==> config.mk <==
export PLATFORM = sky130hd
export DESIGN_NAME = psram_cmd_tracker
export DESIGN_NICKNAME = d
export VERILOG_FILES = /design/src/rtl/psram_cmd_tracker.sv
export SDC_FILE = /design/constraint.sdc
export NUM_CORES = 1
export LEC_CHECK = 0
export ABC_CLOCK_PERIOD_IN_PS = 2500
export BUFFER_PORTS_ARGS = -buffer_cell sky130_fd_sc_hd__buf_2
export CAP_MARGIN = 20
export CORE_UTILIZATION = 45
export CTS_BUF_LIST = sky130_fd_sc_hd__clkbuf_2
export DETAILED_ROUTE_END_ITERATION = 10
export PLACE_DENSITY = 0.62
export SLEW_MARGIN = 20
export SYNTH_ARGS = -nofsm -noshare
export SYNTH_HDL_FRONTEND = slang
export SYNTH_SLANG_ARGS = --single-unit
==> constraint.sdc <==
create_clock -name clk -period 2.5 [get_ports clk]
set_input_delay 0 -clock clk [delete_from_list [all_inputs] [get_ports clk]]
set_output_delay 0 -clock clk [all_outputs]
set_load 0.05 [all_outputs]
==> src/rtl/psram_cmd_tracker.sv <==
// psram_cmd_tracker
//
// Issue gate placed between the burst bus arbiter and the PSRAM memory controller.
// The controller has no busy output, so this block generates `ready` itself.
// After each accepted command, `ready` stays low for the controller's command gap (TCMD).
// A read also holds `ready` low until all READ_BEATS beats have returned. This stops an
// interleaved master from receiving read data that belongs to another master.
// If a read is still incomplete TIMEOUT clocks after its cmd_en, it is abandoned.
// Sticky error flags and a command counter are exposed for the debug bus.
//
// Ports:
//   clk           controller user clock
//   sys_resetn    asynchronous active-low reset
//   calib         controller init_calib, high when the controller is usable
//   cmd_en        one-cycle command strobe from the arbiter
//   cmd           1 = write, 0 = read, sampled with cmd_en
//   rd_data_valid controller read beat strobe
//   clear_errors  synchronous clear of the sticky error flags
//   ready         a command may be issued this cycle (combinational)
//   busy          a command is in flight
//   rd_done       one-cycle pulse on the clock after the last read beat
//   timeout_err   sticky: read abandoned after TIMEOUT clocks
//   protocol_err  sticky: cmd_en while ready was low
//   stray_err     sticky: read beat not belonging to an outstanding read
//   cmd_count     accepted commands, wrapping 16-bit counter

module psram_cmd_tracker #(
    parameter int unsigned TCMD       = 14,
    parameter int unsigned READ_BEATS = 4,
    parameter int unsigned TIMEOUT    = 63  // must be greater than TCMD
) (
    input  logic        clk,
    input  logic        sys_resetn,
    input  logic        calib,
    input  logic        cmd_en,
    input  logic        cmd,
    input  logic        rd_data_valid,
    input  logic        clear_errors,
    output logic        ready,
    output logic        busy,
    output logic        rd_done,
    output logic        timeout_err,
    output logic        protocol_err,
    output logic        stray_err,
    output logic [15:0] cmd_count
);

    localparam int unsigned GAP_W  = $clog2(TIMEOUT + 1);
    localparam int unsigned BEAT_W = $clog2(READ_BEATS + 1);

    // Thresholds are compared against the incremented gap count. As a result, the
    // IDLE transition decided in cycle TCMD-1 after cmd_en puts ready high in cycle TCMD.
    localparam logic [GAP_W-1:0]  GAP_DONE    = GAP_W'(TCMD - 1);
    localparam logic [GAP_W-1:0]  GAP_TIMEOUT = GAP_W'(TIMEOUT - 1);
    localparam logic [GAP_W-1:0]  GAP_MAX     = GAP_W'(TIMEOUT);
    localparam logic [BEAT_W-1:0] BEATS_ALL   = BEAT_W'(READ_BEATS);

    typedef enum logic [0:0] {
        StIdle,
        StBusy
    } state_e;

    state_e              state_q, state_d;
    logic                is_write_q, is_write_d;
    logic [GAP_W-1:0]    gap_q, gap_d;
    logic [BEAT_W-1:0]   beats_q, beats_d;
    logic                rd_done_q, rd_done_d;
    logic                timeout_err_q, timeout_err_d;
    logic                protocol_err_q, protocol_err_d;
    logic                stray_err_q, stray_err_d;
    logic [15:0]         cmd_count_q, cmd_count_d;

    logic                ready_int;
    logic                accept;
    logic                beat_expected;
    logic                beat_take;
    logic [BEAT_W-1:0]   beats_next;
    logic                reads_complete;
    logic [GAP_W-1:0]    gap_inc;
    logic                timeout_set;
    logic                protocol_set;
    logic                stray_set;

    assign ready_int = (state_q == StIdle) && calib;
    assign accept    = cmd_en && ready_int;

    // A beat counts only while a read is in flight and still short of its beat total.
    // A beat that arrives together with an accepted cmd_en is therefore stray.
    assign beat_expected  = (state_q == StBusy) && !is_write_q && (beats_q < BEATS_ALL);
    assign beat_take      = rd_data_valid && beat_expected;
    assign beats_next     = beats_q + BEAT_W'(beat_take);
    assign reads_complete = (beats_next == BEATS_ALL);
    assign gap_inc        = (gap_q == GAP_MAX) ? gap_q : gap_q + 1'b1;

    assign protocol_set   = cmd_en && !ready_int;
    assign stray_set      = rd_data_valid && !beat_expected;

    always_comb begin
        state_d     = state_q;
        is_write_d  = is_write_q;
        gap_d       = gap_q;
        beats_d     = beats_q;
        cmd_count_d = cmd_count_q;
        timeout_set = 1'b0;

        unique case (state_q)
            StIdle: begin
                if (accept) begin
                    state_d     = StBusy;
                    is_write_d  = cmd;
                    gap_d       = '0;
                    beats_d     = '0;
                    cmd_count_d = cmd_count_q + 16'd1;
                end
            end
            StBusy: begin
                gap_d   = gap_inc;
                beats_d = beats_next;
                // TIMEOUT > TCMD, so completion is checked first.
                // The timeout branch can then only fire for a read that is still short of beats.
                if ((gap_inc >= GAP_DONE) && (is_write_q || reads_complete)) begin
                    state_d = StIdle;
                end else if (!is_write_q && (gap_inc == GAP_TIMEOUT)) begin
                    state_d     = StIdle;
                    timeout_set = 1'b1;
                end
            end
            default: begin
                state_d = StIdle;
            end
        endcase
    end

    always_comb begin
        rd_done_d      = beat_take && reads_complete;
        // The set term is ORed after the clear, so a new error wins over clear_errors.
        timeout_err_d  = (timeout_err_q  && !clear_errors) || timeout_set;
        protocol_err_d = (protocol_err_q && !clear_errors) || protocol_set;
        stray_err_d    = (stray_err_q    && !clear_errors) || stray_set;
    end

    always_ff @(posedge clk or negedge sys_resetn) begin
        if (!sys_resetn) begin
            state_q        <= StIdle;
            is_write_q     <= 1'b0;
            gap_q          <= '0;
            beats_q        <= '0;
            rd_done_q      <= 1'b0;
            timeout_err_q  <= 1'b0;
            protocol_err_q <= 1'b0;
            stray_err_q    <= 1'b0;
            cmd_count_q    <= '0;
        end else begin
            state_q        <= state_d;
            is_write_q     <= is_write_d;
            gap_q          <= gap_d;
            beats_q        <= beats_d;
            rd_done_q      <= rd_done_d;
            timeout_err_q  <= timeout_err_d;
            protocol_err_q <= protocol_err_d;
            stray_err_q    <= stray_err_d;
            cmd_count_q    <= cmd_count_d;
        end
    end

    assign ready        = ready_int;
    assign busy         = (state_q == StBusy);
    assign rd_done      = rd_done_q;
    assign timeout_err  = timeout_err_q;
    assign protocol_err = protocol_err_q;
    assign stray_err    = stray_err_q;
    assign cmd_count    = cmd_count_q;

endmodule

# Word level (Yosys, flattened, before mapping)
# Index checks and enable logic that the tools add are counted.
[op_classes] add_sub_neg=3 n_lt_le_gt_ge=2 n_eq_ne=4 muxes=12 bitwise=1 reduce_logical=22
[op_table] operator="16-bit by 1-bit adder with 16-bit output (second input constant)" n=1
[op_table] operator="1-bit logical AND" n=13
[op_table] operator="6-bit == test (second input constant)" n=2
[op_table] operator="6-bit 2-to-1 mux" n=2
[op_table] operator="6-bit one-hot mux with 2 select lines" n=1
[op_table] operator="6-bit by 1-bit adder with 6-bit output (second input constant)" n=1
[op_table] operator="6-bit by 4-bit greater-or-equal comparator with 1-bit output (second input constant)" n=1
[op_table] operator="1-bit 2-to-1 mux" n=6
[op_table] operator="3-bit one-hot mux with 2 select lines" n=1
[op_table] operator="1-bit logical NOT" n=4
[op_table] operator="1-bit logical OR" n=4
[op_table] operator="3-bit by 1-bit adder with 3-bit output" n=1
[op_table] operator="3-bit == test (second input constant)" n=1
[op_table] operator="3-bit < comparator (second input constant)" n=1
[op_table] operator="3-bit 2-to-1 mux" n=1
[op_table] operator="2-bit inequality test (second input constant)" n=1
[op_table] operator="1-bit one-hot mux with 2 select lines" n=1
[op_table] operator="2-bit AND reduction" n=1
[op_table] operator="1-bit NOT" n=1
[totals] register_bits=31 out_inout_bits=22 wordCells=53

# Longest topological paths before layout
# Gate-level depths: netlist of the first run.
[depth] ltp_word=11 depth_mapped=10 mapped_depth_nobuf=10

# Worst setup path before layout of the first run
# Ideal clock, no wire load.
[synth_timing] path_type="reg2reg" start="register state_q (netlist: busy)" end="register state_q (netlist: busy)" setup_time_ps=127 arrival_time_ps=2168 required_time_ps=2373 slack_ps=206 path_stages_with_launch=10 path_buffers=1 period_less_slack_ps=2294 cell_sequence="dfrtp_1 > buf_6 > nand2_1 > nor3b_1 > ha_1 > ha_1 > o311ai_2 > o21ai_1 > a21oi_1 > o21ai_1"
[synth_via] elab_chain_len=9 word_cells_on_any_way=13
[synth_lines] element="from (decl)" line="63" rtl="state_e state_q, state_d;"
[synth_lines] element="from (signal assigned)" line="144" rtl="state_q <= StIdle;"
[synth_lines] element="from (signal assigned)" line="154" rtl="state_q <= state_d;"
[synth_lines] element="1-bit logical AND (2 in a row)" line="89" rtl="assign beat_expected = (state_q == StBusy) && !is_write_q && (beats_q < BEATS_ALL);"
[synth_lines] element="1-bit logical AND" line="90" rtl="assign beat_take = rd_data_valid && beat_expected;"
[synth_lines] element="3-bit by 1-bit adder with 3-bit output" line="91" rtl="assign beats_next = beats_q + BEAT_W'(beat_take);"
[synth_lines] element="3-bit == test" line="92" rtl="assign reads_complete = (beats_next == BEATS_ALL);"
[synth_lines] element="1-bit logical OR" line="121" rtl="if ((gap_inc >= GAP_DONE) && (is_write_q || reads_complete)) begin"
[synth_lines] element="1-bit logical AND" line="121"
[synth_lines] element="1-bit 2-to-1 mux" line="121"
[synth_lines] element="1-bit one-hot mux with 2 select lines (*)" line="106" rtl="unique case (state_q)"
[synth_lines] element="named net state_d" line="63"
# Mark *: on every way through the listed nets, which the timed path passes. The rest lies on a longest branch.
# A chain may end at the register's enable or synchronous reset.

# Worst setup path after layout of the first run
[layout_timing] start="register is_write_q" end="register state_q (netlist: busy)"
[layout_via] elab_chain_len=10 word_cells_on_any_way=12
[layout_lines] element="from (decl)" line="64" rtl="logic is_write_q, is_write_d;"
[layout_lines] element="from (signal assigned)" line="155" rtl="is_write_q <= is_write_d;"
[layout_lines] element="1-bit logical NOT" line="89, 123"
[layout_lines] element="1-bit logical AND (2 in a row)" line="89"
[layout_lines] element="1-bit logical AND" line="90"
[layout_lines] element="3-bit by 1-bit adder with 3-bit output" line="91"
[layout_lines] element="3-bit == test" line="92"
[layout_lines] element="1-bit logical OR" line="121"
[layout_lines] element="1-bit logical AND" line="121"
[layout_lines] element="1-bit 2-to-1 mux (*)" line="121"
[layout_lines] element="1-bit one-hot mux with 2 select lines (*)" line="106"
[layout_lines] element="named net state_d" line="63"
# Marked as above.

==> summary.md, run 1 <==
| Metric | Value |
|---|---|
| Status | `finished clean` |
| Fmax | `434 MHz` |
| Hold Violations, Final | `0` |
| Area of the multi-input gates | `808 um2` |
| Port Buffer Count | `28` |
| Dominant cell type by area after synthesis | `dfrtp_1` |
| Min Hold Slack | `22.3 ps` |
| Post-synthesis cell type count | `45` |
| Cells after Synth | `164` |
| Pwr dens | `1020 nW/um2` |
| Setup Buffers After CTS | `0` |
| I/O pin cnt | `29` |
| Global route hottest layer | `met2` |
| Final Routed Wirelength | `3.37 mm` |
| Nets | `208` |
| Max Slew Vio Count | `0` |
| Worst hold path class | `input pin to register` |
| Cell family with most CP delay | `compound AO/OA/AOI/OAI gates` |
| GR Layer Usage met1 | `24.0%` |
| #FFs+latches synth | `31` |
| GR met2 Demand/Resource | `29.0%` |
| Post-synth net total | `177` |
| Tot GR Track Use | `18.9%` |
| Most frequent cells in the layout | `31 x dfrtp_1, 28 x buf_2, 18 x nand2_1` |
| P&R area growth vs syn | `15.3%` |
| Share of cells above drive strength 1 | `24.5%` |
| Met3 GRT Util | `6.16%` |
| FF+latch area | `776 um2` |
| Worst setup SP type | `register` |
| Post-DP HPWL | `2.29 mm` |
| Cell Chain, Critical Path | `inv_1 -> nand2_1 -> nor3b_1 -> ha_1 -> ha_1 -> o311ai_2 -> o21ai_1 -> a21oi_1 -> o21ai_1` |
| Die Area | `3980 um2` |
| Relative slew slack | `53.6%` |
| DRT iter0 DRCs | `48` |
| Final Power | `1980 uW` |
| Max FO, Critical Path | `4` |
| Post-synth top area share | `46.2%` |
| RSZ-0062 raised after global routing | `no` |
| Final setup violation count | `0` |
| Commonest non-fill, non-tap cell in the layout | `dfrtp_1` |
| Chip height | `63.1 um` |
| Routability cong. | `0.770` |
| Ys Warns | `0` |
| Worst Hold End | `protocol_err$_DFF_PN0_` |
| Worst path slowest cell | `o311ai_2` |
| Via count | `1,286` |
| Critical Path AT | `2570 ps` |
| Pleak | `0.000940 uW` |
| Row count | `21` |
| TritonCTS clock tree | `yes` |
| Reg2Reg Depth | `9` |
| Crit path required time | `2770 ps` |
| Global-route wire length before repair | `5.73 mm` |
| Final antenna diode count | `0` |
| Initial core utilization | `48.4%` |
| Worst slack, placed | `290 ps` |
| Crit end category | `register` |
| Fin worst setup slack | `196 ps` |
| Worst-Skew Late Latency | `390 ps` |
| Total CTS buffers | `5` |
| DR pass1 iterations | `4` |
| Sum Neg Setup Slack | `0 ps` |
| Critical R2R Capture | `busy$_DFF_PN0_` |
| Fillers | `325` |
| DRC violations left | `0` |
| Overall die width | `63.1 um` |
| Avg Cell Area, Syn | `10.2 um2` |
| Hold_sp | `calib` |
| Vias in the first global route | `1,206` |
| Synth top area cells | `dfrtp_1 46%, xnor2_1 7.3%, ha_1 4.5%` |
| Worst VDD drop | `0.000619 V` |
| Max clock buf depth | `2` |
| Avg WL per Cell | `13.9 um` |
| GRT overflow | `0` |
| Measured slew at the worst slew-check pin | `696 ps` |
| Min-Delay Path Depth | `3` |
| CP max stage delay | `420 ps` |
| Worst r2r src | `is_write_q$_DFFE_PN0P_` |
| Via/cell ratio | `5.31` |
| Clock sink count | `31` |
| Buf/Inv on CP | `1` |
| Hold-fix buffers, CTS | `5` |
| Mapped Area | `1680 um2` |
| Largest net degree at the start of global routing | `32` |
| Root buffer cell | `clkbuf_2` |
| Clock skew | `19.8 ps` |
| Final ANT Viol Nets | `0` |
| Fin crit share | `92.1%` |
| FF-to-FF setup slack | `200 ps` |
| Kind of critical path | `register to register` |
| Fin crit period | `2300 ps` |
| Worst-path clk slew | `180 ps` |
| CTS resizes | `0` |
| Initial antenna violation count | `0` |
| Seq/Total Area, Yosys | `46.2%` |
| CTS H-Tree Depth | `2` |
| Max-cap violations | `0` |
| Core area | `3470 um2` |
per-layer routing:
layer  vias up  routed length, um
li1        634                  -
met4         0                 65
met3         9                141
met2        31               1530
met1       612               1640
met5         -                  0
state kept, by name, summed over array words and instances, names as in the netlist:
register and cells:
cmd_count 16, gap_q 6, beats_q 3, busy 1, is_write_q 1, protocol_err 1
rd_done 1, stray_err 1, timeout_err 1
worst max path at each step:
stage,from,to,cells past startpoint
after floorplan,busy$_DFF_PN0_,busy$_DFF_PN0_,9
after global placement,is_write_q$_DFFE_PN0P_,busy$_DFF_PN0_,9
after detailed placement,is_write_q$_DFFE_PN0P_,busy$_DFF_PN0_,9
after CTS,is_write_q$_DFFE_PN0P_,busy$_DFF_PN0_,9
after global routing,is_write_q$_DFFE_PN0P_,busy$_DFF_PN0_,9
final,is_write_q$_DFFE_PN0P_,busy$_DFF_PN0_,9
stage by stage:
| step | utilization (%) | instances | cell area [um2] |
|---|---|---|---|
| after floorplan | - | 164 | 1680 |
| after detailed placement | 52.6 | 229 | 1820 |
| final | 55.8 | 242 | 1940 |
| after global placement | 52.6 | 229 | 1820 |
| after global routing | 55.8 | 242 | 1940 |
| after CTS | 55.8 | 242 | 1940 |
power by group:
part           internal, uW  switching [uW]  leakage (uW)
Combinational           290             550      0.000497
Sequential              619             164      0.000402
Clock                   164             188     0.0000404
Total                  1070             902      0.000940
cells in the mapped netlist:
| cell type | count |
|---|---|
| xor2_1 | 3 |
| buf_6 | 1 |
| nand4_1 | 7 |
| a22oi_1 | 1 |
| o32ai_2 | 1 |
| o31ai_1 | 1 |
| buf_4 | 3 |
| a21oi_1 | 7 |
| nand2_1 | 18 |
| nand3_2 | 1 |
| o311ai_2 | 1 |
| nand3b_4 | 1 |
| and4bb_1 | 1 |
| and4_4 | 1 |
| nor3_1 | 2 |
| a311oi_1 | 1 |
| and3_4 | 1 |
| nor3_4 | 1 |
| mux2_2 | 1 |
| nor2b_1 | 2 |
| o211ai_2 | 1 |
| nor4b_1 | 1 |
| nand2_2 | 1 |
| xnor2_1 | 14 |
| o22ai_1 | 2 |
| mux2i_1 | 2 |
| nor2_4 | 1 |
| a211oi_1 | 1 |
| and4_1 | 1 |
| and3_1 | 2 |
| dfrtp_1 | 31 |
| o21ai_1 | 2 |
| o41ai_1 | 1 |
| buf_2 | 5 |
| ha_1 | 6 |
| inv_1 | 9 |
| clkbuf_1 | 1 |
| and3b_2 | 1 |
| nand3_1 | 7 |
| nor2_1 | 8 |
| o31a_1 | 1 |
| nor3b_1 | 1 |
| a31oi_1 | 1 |
| a32o_1 | 1 |
| o21ai_0 | 8 |
tightest hold or removal path, cell delays in order:
cell and delay (ps):
buf_2 120, nor2b_1 140, o22ai_1 90
cells by family (layout without fill, tap and decap cells):
kind of cell / after synthesis / after routing / share of synthesized area [%]
AOI/OAI and AO/OA: 30 / 30 / 12.4
xor gates and xnor gates: 17 / 17 / 8.86
adders and majority gates: 6 / 6 / 4.47
buffers and inverters: 19 / 51 / 5.73
DFF: 31 / 31 / 46.2
muxes: 3 / 3 / 1.86
and+or+nand+nor: 58 / 58 / 20.6
cell type report:
cell class              count  share of cell area (%)
clock buffers               5                    1.29
clock inverters             3                    2.00
inverters                   9                    1.74
multi-input cells         114                    41.7
flip-flops and latches     31                    40.1
well taps                  46                    2.97
repair buffers             34                    10.2
(Power assumes the default switching activity.)
==> run 2, diff against run 1 <==
Settings changed: CORE_ASPECT_RATIO set to 1.1.
==> summary.md, run 2 (same netlist as run 1, synthesis figures left out) <==
| Metric | Value |
|---|---|
| Chip height | `66.1 um` |
| Setup Buffers After CTS | `0` |
| FF-to-FF setup slack | `340 ps` |
| Dpl cells | `231` |
| Layout Cells excl Fill | `244` |
| Die Area | `3980 um2` |
| Max-cap violations | `0` |
| DRC violations left | `0` |
| Clock skew | `11.3 ps` |
| Crit end category | `register` |
| Worst VDD drop | `0.000500 V` |
| Sum Neg Setup Slack | `0 ps` |
| Root buffer cell | `clkbuf_2` |
| Clock sink count | `31` |
| Final ANT Viol Nets | `0` |
| Hold Violations, Final | `0` |
| Nets | `208` |
| DR pass1 iterations | `4` |
| DRT iter0 DRCs | `65` |
| Critical Path AT | `2410 ps` |
| Vias in the first global route | `1,186` |
| Initial core utilization | `48.8%` |
| Pleak | `0.000927 uW` |
| Area of the multi-input gates | `808 um2` |
| Final antenna diode count | `0` |
| Kind of critical path | `register to register` |
| Util after Layout | `55.6%` |
| Worst-Skew Late Latency | `360 ps` |
| Share of cells above drive strength 1 | `24.0%` |
| Post-DP HPWL | `2.35 mm` |
| Max reg flops | `16` |
| Fin crit share | `86.2%` |
| Tot GR Track Use | `19.6%` |
| Final setup violation count | `0` |
| Final Routed Wirelength | `3.33 mm` |
| RSZ-0062 raised after global routing | `no` |
| Fmax | `464 MHz` |
| Overall die width | `60.3 um` |
| Fin crit period | `2160 ps` |
| CTS H-Tree Depth | `2` |
| Relative slew slack | `53.9%` |
| Final Cell Area | `1910 um2` |
| Measured slew at the worst slew-check pin | `692 ps` |
| Core area | `3440 um2` |
| Max Slew Vio Count | `0` |
| Status | `finished clean` |
| Max clock buf depth | `2` |
| FF+latch area | `776 um2` |
| Avg WL per Cell | `13.6 um` |
| Total CTS buffers | `5` |
| Max FO, Critical Path | `4` |
| GRT overflow | `0` |
| Largest net degree at the start of global routing | `32` |
| Routability cong. | `0.786` |
| Worst hold path class | `input pin to register` |
| Worst setup SP type | `register` |
| Fillers | `336` |
| Row count | `22` |
| TritonCTS clock tree | `yes` |
| Via/cell ratio | `5.28` |
| Global-route wire length before repair | `5.59 mm` |
| Worst-path clk slew | `150 ps` |
| Most frequent cells in the layout | `31 x dfrtp_1, 28 x buf_2, 18 x nand2_1` |
| Port Buffer Count | `28` |
| Commonest non-fill, non-tap cell in the layout | `dfrtp_1` |
| Initial antenna violation count | `0` |
| Via count | `1,289` |
| P&R area growth vs syn | `13.8%` |
| Pwr dens | `961 nW/um2` |
| Crit path required time | `2760 ps` |
| I/O pin cnt | `29` |
| Post-DP Area | `1830 um2` |
[run 2: changes by cell type in the layout (fill, tap and decap cells not counted), sizes merged]
cell / change
bufinv: -1
clkbuf: +1
[run 2: per-stage QoR]
step	setup slack, ps	power [uW]	hold slack, ps
after floorplan	206	1480	-296
after global placement	449	1590	73.3
after detailed placement	358	1620	84.1
after CTS	333	1860	22.6
after global routing	133	1980	17.7
final	344	1840	48.7
[run 2: area by class of cell]
cell class,instances,area share [%]
multi-input combinational,114,42.2
clock inverter,2,0.392
inverter,9,1.77
timing repair buffer,34,10.3
clock buffer,6,1.57
sequential,31,40.5
tap,48,3.14
[run 2: repair_timing]
item / 4_1_cts / 5_1_grt
hold buffers: 5 / 0
hold endpoints to repair: 35 / 0
resized for setup: 0 / 0
[run 2: report_power, final]
part | switching (uW) | internal (uW) | leakage [uW]
Combinational | 535 | 288 | 0.000497
Clock | 165 | 67.3 | 0.0000281
Sequential | 164 | 619 | 0.000402
[run 2: worst max-delay path: stages (launching register included)]
cell and delay, ps:
dfrtp_1 390, inv_1 130, nand2_1 80, nor3b_1 260, ha_1 200, ha_1 250, o311ai_2 390, o21ai_1 120
a21oi_1 160, o21ai_1 70
[run 2: path summary, 6_finish.rpt]
check,cells after the start,end,start
hold reg to reg,1,cmd_count[15]$_DFFE_PN0P_,cmd_count[15]$_DFFE_PN0P_
max in group asynchronous,2,stray_err$_DFF_PN0_,sys_resetn
min in group asynchronous,2,cmd_count[5]$_DFFE_PN0P_,sys_resetn
hold / removal,3,protocol_err$_DFF_PN0_,calib
setup reg to reg,9,busy$_DFF_PN0_,is_write_q$_DFFE_PN0P_
setup / recovery,9,busy$_DFF_PN0_,is_write_q$_DFFE_PN0P_
[run 2: metal layers]
layer  part of all wire [%]  global-route usage [%]  vias to the layer above
li1                       -                       -                      635
met1                     45                    25.9                      604
met2                     47                    29.4                       43
met3                    5.5                    5.48                        7
met4                    1.9                    8.72                        0
met5                      0                       0                        -
==> run 3, diff against run 2 <==
Settings changed: PLACE_DENSITY 0.62 to unset, PLACE_DENSITY_LB_ADDON set to 0.05.
==> summary.md, run 3 (same netlist as run 1, synthesis figures left out) <==
| Metric | Value |
|---|---|
| Pwr dens | `1010 nW/um2` |
| Max-cap violations | `0` |
| I/O pin cnt | `29` |
| Clock sink count | `31` |
| P&R area growth vs syn | `16.0%` |
| Final Power | `1970 uW` |
| Most frequent cells in the layout | `31 x dfrtp_1, 28 x buf_2, 18 x nand2_1` |
| FF+latch area | `776 um2` |
| Sw Share | `44.9%` |
| Fin crit share | `89.6%` |
| Overall die width | `60.3 um` |
| Fmax | `447 MHz` |
| Initial core utilization | `48.8%` |
| DR pass1 iterations | `4` |
| Initial antenna violation count | `0` |
| GRT overflow | `0` |
| Buf/Inv on CP | `1` |
| Reg2Reg Depth | `9` |
| Worst setup SP type | `register` |
| Relative slew slack | `54.2%` |
| Global-route wire length before repair | `5.58 mm` |
| Cell Chain, Critical Path | `inv_1 -> nand2_1 -> nor3b_1 -> ha_1 -> ha_1 -> o311ai_2 -> o21ai_1 -> a21oi_1 -> o21ai_1` |
| Critical Path AT | `2490 ps` |
| Register share of total power | `39.6%` |
| Final setup violation count | `0` |
| Sum Neg Setup Slack | `0 ps` |
| CP max stage delay | `400 ps` |
| Max reg flops | `16` |
| Worst-path clk slew | `160 ps` |
| CP Depth | `9` |
| Worst-Skew Late Latency | `360 ps` |
| Status | `finished clean` |
| Vias in the first global route | `1,196` |
| Crit end category | `register` |
| Int Pwr | `1090 uW` |
| Hold Violations, Final | `0` |
| TritonCTS clock tree | `yes` |
| Post-DP HPWL | `2.25 mm` |
| CTS resizes | `0` |
| Total CTS buffers | `5` |
| Worst path slowest cell | `o311ai_2` |
| Pleak | `0.000943 uW` |
| Row count | `22` |
| Worst VDD drop | `0.000730 V` |
| Kind of critical path | `register to register` |
| Port Buffer Count | `28` |
| DRC violations left | `0` |
| Combinational power share | `43.2%` |
| Clock skew | `13.2 ps` |
| Root buffer cell | `clkbuf_2` |
| RSZ-0062 raised after global routing | `no` |
| Crit path required time | `2750 ps` |
| Nets | `209` |
| CTS H-Tree Depth | `2` |
| Routability cong. | `0.800` |
| Share of cells above drive strength 1 | `24.4%` |
| Final antenna diode count | `0` |
| Fillers | `314` |
| Final Routed Wirelength | `3.32 mm` |
| Via/cell ratio | `5.36` |
| Min Hold Slack | `59.5 ps` |
| Fin crit period | `2240 ps` |
| Measured slew at the worst slew-check pin | `687 ps` |
| Die Area | `3980 um2` |
| Largest net degree at the start of global routing | `32` |
| Min-Delay Path Depth | `3` |
| Critical R2R Capture | `busy$_DFF_PN0_` |
| Clock power frac | `17.2%` |
| Worst Hold End | `rd_done$_DFF_PN0_` |
| Max clock buf depth | `2` |
| DRT iter0 DRCs | `52` |
| Cell family with most CP delay | `compound AO/OA/AOI/OAI gates` |
| Commonest non-fill, non-tap cell in the layout | `dfrtp_1` |
| Sw power | `883 uW` |
| Via count | `1,312` |
| Tot GR Track Use | `19.3%` |
| Setup Buffers After CTS | `0` |
| Chip height | `66.1 um` |
| Avg WL per Cell | `13.5 um` |
| Area of the multi-input gates | `808 um2` |
| Final ANT Viol Nets | `0` |
| Max FO, Critical Path | `4` |
| FF-to-FF setup slack | `260 ps` |
| Max Slew Vio Count | `0` |
| Worst r2r src | `is_write_q$_DFFE_PN0P_` |
| Hold_sp | `rd_data_valid` |
| Core area | `3440 um2` |
| Worst hold path class | `input pin to register` |
-- run 3: worst max path at each step --
stage                                      start              to
after floorplan                   busy$_DFF_PN0_  busy$_DFF_PN0_
after global placement    is_write_q$_DFFE_PN0P_  busy$_DFF_PN0_
after detailed placement  is_write_q$_DFFE_PN0P_  busy$_DFF_PN0_
after CTS                 is_write_q$_DFFE_PN0P_  busy$_DFF_PN0_
after global routing      is_write_q$_DFFE_PN0P_  busy$_DFF_PN0_
final                     is_write_q$_DFFE_PN0P_  busy$_DFF_PN0_
-- run 3: routing by layer --
layer,vias to the layer above,part of all wire [%],wire [um],global-route usage [%]
met5,-,0,0,0
met4,0,2.1,69,8.43
met3,11,5.0,165,5.87
met2,41,49,1620,30.4
met1,625,44,1470,24.1
li1,635,-,-,-
-- run 3: stage by stage --
stage | util, % | instance area, um2 | cells | setup WS, ps
2_1_floorplan | - | 1680 | 164 | 206
3_3_place_gp | 53.1 | 1830 | 231 | 436
3_5_place_dp | 53.1 | 1830 | 231 | 307
4_1_cts | 56.7 | 1950 | 245 | 270
5_1_grt | 56.7 | 1950 | 245 | 78.4
6_report | 56.7 | 1950 | 245 | 261
-- run 3: power groups by stage --
stage	Combinational, uW	Sequential, uW	Clock (uW)
after floorplan	599	885	0
after CTS	853	778	350
after global routing	936	805	363
final	851	779	338
after detailed placement	831	788	0
after global placement	809	785	0
-- run 3: layout make-up --
cell class	instances	share of cell area [%]
clock inverters	3	1.99
inverters	9	1.73
clock buffers	5	1.28
well taps	48	3.08
flip-flops and latches	31	39.8
multi-input cells	114	41.5
repair buffers	35	10.7
-- run 3: worst reg2reg max path, delay by kind of cell, from the launching register on --
family	cells	cell delay, ps
compound gates	4	760
fa+ha+maj	2	500
flops	1	390
simple gates	2	380
buf+inv	1	130
-- run 3: repair_timing --
action,4_1_cts,5_1_grt
setup endpoints to repair,0,0
hold endpoints to repair,35,0
hold buffers,6,0
